[src/rtl/key_pkg.sv]
// Shared constants and helpers for the push-button front end.
package key_pkg;

    localparam bit EV_PRESS      = 1'b0;
    localparam bit EV_LONG       = 1'b1;
    localparam int KEY_N_DEFAULT = 5;

    // Counter width that never collapses to zero bits for tiny ranges.
    function automatic int clog2_min1(input int v);
        return (v <= 2) ? 1 : $clog2(v);
    endfunction

endpackage

[src/rtl/key_filter.sv]
// Per-key 2-FF synchroniser, stable-sample debouncer and long-hold counter.
// Event pulses are combinational on the tick that changes state; no backpressure.
module key_filter
    import key_pkg::*;
#(
    parameter int STABLE_SAMPLES = 20,
    parameter int LONG_SAMPLES   = 1000
) (
    input  logic clk,
    input  logic rst,
    input  logic tick,
    input  logic raw,
    output logic level,
    output logic press_evt,
    output logic long_evt
);

    localparam int SW = clog2_min1(STABLE_SAMPLES);
    localparam int HW = clog2_min1(LONG_SAMPLES);
    localparam logic [SW-1:0] CNT_LAST = SW'(STABLE_SAMPLES - 1);
    localparam logic [HW-1:0] HOLD_MAX = HW'(LONG_SAMPLES - 1);
    localparam logic [HW-1:0] HOLD_PRE = HW'(LONG_SAMPLES - 2);

    logic          sync1;
    logic          sync2;
    logic [SW-1:0] cnt;
    logic [HW-1:0] hold;

    // Pulses coincide with the edge that flips level / saturates hold.
    assign press_evt = tick && !level && sync2 && (cnt == CNT_LAST);
    assign long_evt  = tick && level && (hold == HOLD_PRE);

    always_ff @(posedge clk) begin
        if (rst) begin
            sync1 <= 1'b0;
            sync2 <= 1'b0;
            cnt   <= '0;
            hold  <= '0;
            level <= 1'b0;
        end else begin
            sync1 <= raw;
            sync2 <= sync1;
            if (tick) begin
                if (sync2 == level) begin
                    cnt <= '0;
                end else if (cnt == CNT_LAST) begin
                    level <= ~level;
                    cnt   <= '0;
                end else begin
                    cnt <= cnt + 1'b1;
                end
            end
            if (!level) begin
                hold <= '0;
            end else if (tick && (hold != HOLD_MAX)) begin
                hold <= hold + 1'b1;
            end
        end
    end

endmodule

[src/rtl/key_event_arbiter.sv]
// Debounces N keys and serialises press/long-press events round-robin onto one valid/ready port.
// Pending bit to ev_valid is one cycle; the output slot holds while ev_valid && !ev_ready.
module key_event_arbiter
    import key_pkg::*;
#(
    parameter int N_KEYS         = KEY_N_DEFAULT,
    parameter int SAMPLE_DIV     = 100_000,
    parameter int STABLE_SAMPLES = 20,
    parameter int LONG_SAMPLES   = 1000
) (
    input  logic                      clk,
    input  logic                      rst,
    input  logic [N_KEYS-1:0]         key_raw,
    input  logic                      ev_ready,
    output logic                      ev_valid,
    output logic [$clog2(N_KEYS)-1:0] ev_id,
    output logic                      ev_long,
    output logic [N_KEYS-1:0]         key_level,
    output logic                      overrun
);

    localparam int IW = $clog2(N_KEYS);
    localparam int DW = clog2_min1(SAMPLE_DIV);
    localparam logic [DW-1:0] DIV_LAST = DW'(SAMPLE_DIV - 1);

    logic [DW-1:0]     div_cnt;
    logic              tick;
    logic [N_KEYS-1:0] press_evt;
    logic [N_KEYS-1:0] long_evt;
    logic [N_KEYS-1:0] press_pend;
    logic [N_KEYS-1:0] long_pend;
    logic [N_KEYS-1:0] press_clr;
    logic [N_KEYS-1:0] long_clr;
    logic [N_KEYS-1:0] req;
    logic [IW-1:0]     rr_ptr;
    logic [IW-1:0]     gnt_idx;
    logic              gnt_found;
    logic              load;
    logic [IW:0]       scan;

    assign tick = (div_cnt == DIV_LAST);

    always_ff @(posedge clk) begin
        if (rst) begin
            div_cnt <= '0;
        end else begin
            div_cnt <= tick ? '0 : div_cnt + 1'b1;
        end
    end

    for (genvar i = 0; i < N_KEYS; i++) begin : g_key
        key_filter #(
            .STABLE_SAMPLES (STABLE_SAMPLES),
            .LONG_SAMPLES   (LONG_SAMPLES)
        ) u_filter (
            .clk       (clk),
            .rst       (rst),
            .tick      (tick),
            .raw       (key_raw[i]),
            .level     (key_level[i]),
            .press_evt (press_evt[i]),
            .long_evt  (long_evt[i])
        );
    end

    assign req  = press_pend | long_pend;
    assign load = !ev_valid || ev_ready;

    // Scan starts one past the last winner; scan is wide enough for rr_ptr + N_KEYS.
    always_comb begin
        gnt_found = 1'b0;
        gnt_idx   = '0;
        scan      = '0;
        for (int k = 1; k <= N_KEYS; k++) begin
            scan = {1'b0, rr_ptr} + (IW+1)'(k);
            if (scan >= (IW+1)'(N_KEYS)) begin
                scan = scan - (IW+1)'(N_KEYS);
            end
            if (!gnt_found && req[scan[IW-1:0]]) begin
                gnt_found = 1'b1;
                gnt_idx   = scan[IW-1:0];
            end
        end
    end

    always_comb begin
        press_clr = '0;
        long_clr  = '0;
        if (load && gnt_found) begin
            if (press_pend[gnt_idx]) begin
                press_clr[gnt_idx] = 1'b1;
            end else begin
                long_clr[gnt_idx] = 1'b1;
            end
        end
    end

    // A new event beats a same-cycle grant clear; only a set onto a still-held bit is a loss.
    always_ff @(posedge clk) begin
        if (rst) begin
            press_pend <= '0;
            long_pend  <= '0;
            overrun    <= 1'b0;
        end else begin
            press_pend <= press_evt | (press_pend & ~press_clr);
            long_pend  <= long_evt | (long_pend & ~long_clr);
            if (|((press_evt & press_pend & ~press_clr) | (long_evt & long_pend & ~long_clr))) begin
                overrun <= 1'b1;
            end
        end
    end

    always_ff @(posedge clk) begin
        if (rst) begin
            ev_valid <= 1'b0;
            ev_id    <= '0;
            ev_long  <= 1'b0;
            rr_ptr   <= IW'(N_KEYS - 1);
        end else if (load) begin
            ev_valid <= gnt_found;
            if (gnt_found) begin
                ev_id   <= gnt_idx;
                ev_long <= press_pend[gnt_idx] ? EV_PRESS : EV_LONG;
                rr_ptr  <= gnt_idx;
            end
        end
    end

endmodule

[config.mk]
export PLATFORM = sky130hd
export DESIGN_NAME = key_event_arbiter
export DESIGN_NICKNAME = d
export VERILOG_FILES = /design/src/rtl/key_pkg.sv /design/src/rtl/key_filter.sv /design/src/rtl/key_event_arbiter.sv
export SDC_FILE = /design/constraint.sdc
export NUM_CORES = 1
export LEC_CHECK = 0
export ABC_AREA = 1
export ABC_CLOCK_PERIOD_IN_PS = 7300
export CAP_MARGIN = 20
export CORE_ASPECT_RATIO = 0.7
export CORE_UTILIZATION = 58
export DETAILED_ROUTE_END_ITERATION = 12
export GPL_TIMING_DRIVEN = 0
export PLACE_DENSITY = 0.8
export SLEW_MARGIN = 15
export SYNTH_ARGS = -nofsm -noshare
export SYNTH_HDL_FRONTEND = slang
export SYNTH_SLANG_ARGS = --single-unit
[constraint.sdc]
create_clock -name clk -period 7.3 [get_ports clk]
set_input_delay 1.46 -clock clk [delete_from_list [all_inputs] [get_ports clk]]
set_output_delay 1.46 -clock clk [all_outputs]
set_load 0.03 [all_outputs]
==> impl_metrics.env <==
export IMPL_fin_cells=1213
export IMPL_syn_inst=1007
export IMPL_initial_utilization=0.595
export IMPL_numCtsBuffers=17
export IMPL_slew_viol_final=0
export IMPL_clock_skew_ps=7.42
export IMPL_place_area_sq_um=7320
export IMPL_crit_top_cell="inv_1"
export IMPL_worstMarginPinSlew_ps=617
export IMPL_antenna_found_initial=0
export IMPL_crit_path_start_kind="register"
export IMPL_cap_violations=0
export IMPL_drcViolationCount=0
export IMPL_clk_pin_slew_ps=60
export IMPL_nNetsFinal=1078
export IMPL_yosysWarnings=0
export IMPL_root_buffer="clkbuf_16"
export IMPL_clock_sinks=124
export IMPL_vias=6614
export IMPL_peakVddDrop_uv=219
export IMPL_crit_arrival_ps=4310
export IMPL_crit_type="reg2reg"
export IMPL_power_per_cell_area_nw_per_um2=359
export IMPL_grt_max_degree=17
export IMPL_required_ps=7630
export IMPL_ys_ff_latch=124
export IMPL_synth_top_family_by_area="simple AND/OR/NAND/NOR gates"
export IMPL_post_route_util=0.676
export IMPL_die_y_um=93.6
export IMPL_port_buffers=17
export IMPL_finalPower_mw=2.83
export IMPL_track_usage=0.272
export IMPL_period_share=0.545
export IMPL_worst_path_largest_cell_delay_ps=560
export IMPL_syn_nets=1042
export IMPL_diodes=0
export IMPL_synthAdderAreaFrac=0.0496
export IMPL_avgRoutedWirePerCell_um=13.5
export IMPL_dr_pass1_iters=5
export IMPL_synth_async_reset_ratio=0
export IMPL_rsz0062_at_grt="false"
export IMPL_crit_path_max_fanout=10
export IMPL_fp_row_count=33
export IMPL_synth_seq_area_share=0.357
export IMPL_syn_area_sq_um=6960
export IMPL_power_switching_mw=1.25
export IMPL_ctsResizeCount=0
export IMPL_power_share_switching=0.441
export IMPL_ys_flop_type="dfxtp_1"
export IMPL_cts_buffer_depth=2
export IMPL_internal_power_mw=1.58
export IMPL_yosys_area_share_simple=0.331
export IMPL_cts_max_level=4
export IMPL_synth_edff_count=0
export IMPL_hpwlAfterDp_um=11700
export IMPL_insertion_delay_ps=410
export IMPL_fin_area_sq_um=7890
export IMPL_ant_nets=0
export IMPL_combPwrFrac=0.463
export IMPL_syn2layout_area_growth_pct=13.5
export IMPL_first_global_vias=5638
export IMPL_timing_final_hold_violations=0
export IMPL_via_per_inst=5.45
export IMPL_path_cells="inv_1, ha_1, ha_1, inv_1, o21ai_0, inv_1, nand3_1, nand2_2, nor2_4, nand3b_1, nand2_1, inv_1, buf_2, nand4_1, nand3_1, nand2_1, nor2_1, a21oi_1"
export IMPL_grt_first_pass_wirelength_um=27000
export IMPL_min_delay_path_depth=2
export IMPL_status="finished clean"
export IMPL_synthXorXnorAreaFrac=0.0214
export IMPL_slowest_stage="dfxtp_1"
export IMPL_min_path_type="reg2reg"
export IMPL_min_period_ps=3980
export IMPL_crit_path_end_kind="register"
export IMPL_die_w_um=133
export IMPL_dp_cells=1181
export IMPL_ioPinCount=19
export IMPL_cts_tree="done"
export IMPL_fin_tns_setup_ps=0
export IMPL_wl_um=16400
export IMPL_synth_area_per_cell_sq_um=6.91
export IMPL_overflow=0
export IMPL_dieArea_sq_um=12400
export IMPL_r2r_cells=18
export IMPL_drt_first_iter_violations=576
export IMPL_fmax_mhz=251
export IMPL_final_setup_viol_count=0
export IMPL_synth_cell_types=50
export IMPL_cellLeakagePower_nw=3.00
export IMPL_synth_mux_area_frac=0
export IMPL_post_cts_buffers=0
export IMPL_core_sq_um=11700
export IMPL_drive_gt1_frac=0.0795
export IMPL_synth_compound_area_share=0.135
export IMPL_clockPowerShare=0.283
export IMPL_p_seq_frac=0.254
export IMPL_hold_buffers=0
export IMPL_place_congestion=0.878
export IMPL_maxSlewHeadroom=0.585
==> final timing paths <==
path / start / endpoint / slack, ps
min: g_key[0].u_filter.sync1 / g_key[0].u_filter.sync2 / 400
min reg2reg: g_key[0].u_filter.sync1 / g_key[0].u_filter.sync2 / 400
max reg2reg: ev_id[1] / overrun / 3320
max: ev_id[1] / overrun / 3320
==> layout make-up <==
type	count	area, sq um
clock inverters	13	118
multi-input cells	698	3740
clock buffers	19	453
flip-flops and latches	124	2480
inverters	164	616
plain buffers	21	119
fillers	1026	3790
repair buffers	17	170
well taps	157	196
==> through the flow <==
step	worst slack [ps]	hold WS, ps
global placement	3560	391
global route	3140	415
CTS	3530	404
floorplan	4120	388
detailed placement	3550	396
finish	3320	402
==> cell usage in the layout, fill, tap and decap left out, drive strengths merged <==
master | netlist | routed
o311ai | 1 | 1
a21oi | 69 | 69
nand3b | 3 | 3
o21bai | 1 | 1
and3 | 1 | 1
o21a | 4 | 4
xor2 | 10 | 10
bufinv | 0 | 1
nand3 | 105 | 105
nand2 | 175 | 175
clkinvlp | 0 | 5
a211oi | 2 | 2
fa | 1 | 1
inv | 164 | 166
nor2 | 105 | 105
nor3 | 37 | 37
clkinv | 0 | 5
clkbuf | 7 | 26
a41oi | 1 | 1
a31oi | 2 | 2
o22ai | 7 | 7
xnor2 | 7 | 7
a22oi | 1 | 1
nor4 | 10 | 10
ha | 26 | 26
o2111ai | 3 | 3
dfxtp | 124 | 124
o31ai | 2 | 2
buf | 14 | 14
a32o | 1 | 1
o211ai | 2 | 2
nor3b | 7 | 7
or2 | 4 | 4
o21ai | 72 | 72
and3b | 1 | 1
nand4 | 37 | 37
clkdlybuf4s50 | 0 | 17
o221a | 1 | 1
==> logic make-up after synthesis <==
kind of cell,Yosys count
and+or+nand+nor,485
AOI/OAI and AO/OA,169
buffers and inverters,185
adders and majority gates,27
DFF,124
xor gates and xnor gates,17
==> state kept, by name (all words and copies together), names as in the netlist <==
signal,count
ev_valid,1
rr_ptr,1
press_pend,5
div_cnt,17
ev_long,1
g_key.u_filter.sync1,5
ev_id,3
overrun,1
g_key.u_filter.hold,50
g_key.u_filter.cnt,25
long_pend,5
g_key.u_filter.sync2,5
g_key.u_filter.level,5
==> synth_stat cells (8+ instances only) <==
cell type / number / area share
ha_1: 26 / 0.047
dfxtp_1: 124 / 0.36
nand4_1: 35 / 0.031
nand2_1: 164 / 0.088
nand3_1: 94 / 0.068
nor3_1: 37 / 0.027
a21oi_1: 68 / 0.049
nor2_1: 102 / 0.055
buf_4: 8 / 0.0086
o21ai_0: 63 / 0.045
nand2_2: 8 / 0.0072
xor2_1: 10 / 0.013
nor4_1: 10 / 0.0090
nand3_2: 10 / 0.014
inv_1: 157 / 0.085
==> layer usage <==
layer / vias up / routed length (um) / global-route usage
li1: 3415 / - / -
met2: 238 / 6700 / 0.394
met1: 2934 / 8350 / 0.405
met5: - / 0 / 0
met4: 0 / 250 / 0.0910
met3: 27 / 1110 / 0.0461
==> power by group through the flow <==
| stage | Clock, mW | Sequential, mW | Combinational, mW |
|---|---|---|---|
| global route | 0.842 | 0.722 | 1.45 |
| CTS | 0.807 | 0.719 | 1.28 |
| finish | 0.803 | 0.720 | 1.31 |
| detailed placement | 0 | 0.733 | 1.27 |
| global placement | 0 | 0.732 | 1.25 |
| floorplan | 0 | 0.738 | 1.00 |
==> critical path: cells and delay by family (launching register included) <==
| kind | cells | cell delay (ps) |
|---|---|---|
| DFF | 1 | 560 |
| AOI/OAI and AO/OA | 2 | 630 |
| buffers and inverters | 5 | 810 |
| adders and majority gates | 2 | 590 |
| and+or+nand+nor | 9 | 1290 |
Power figures use the tool's default switching activity.
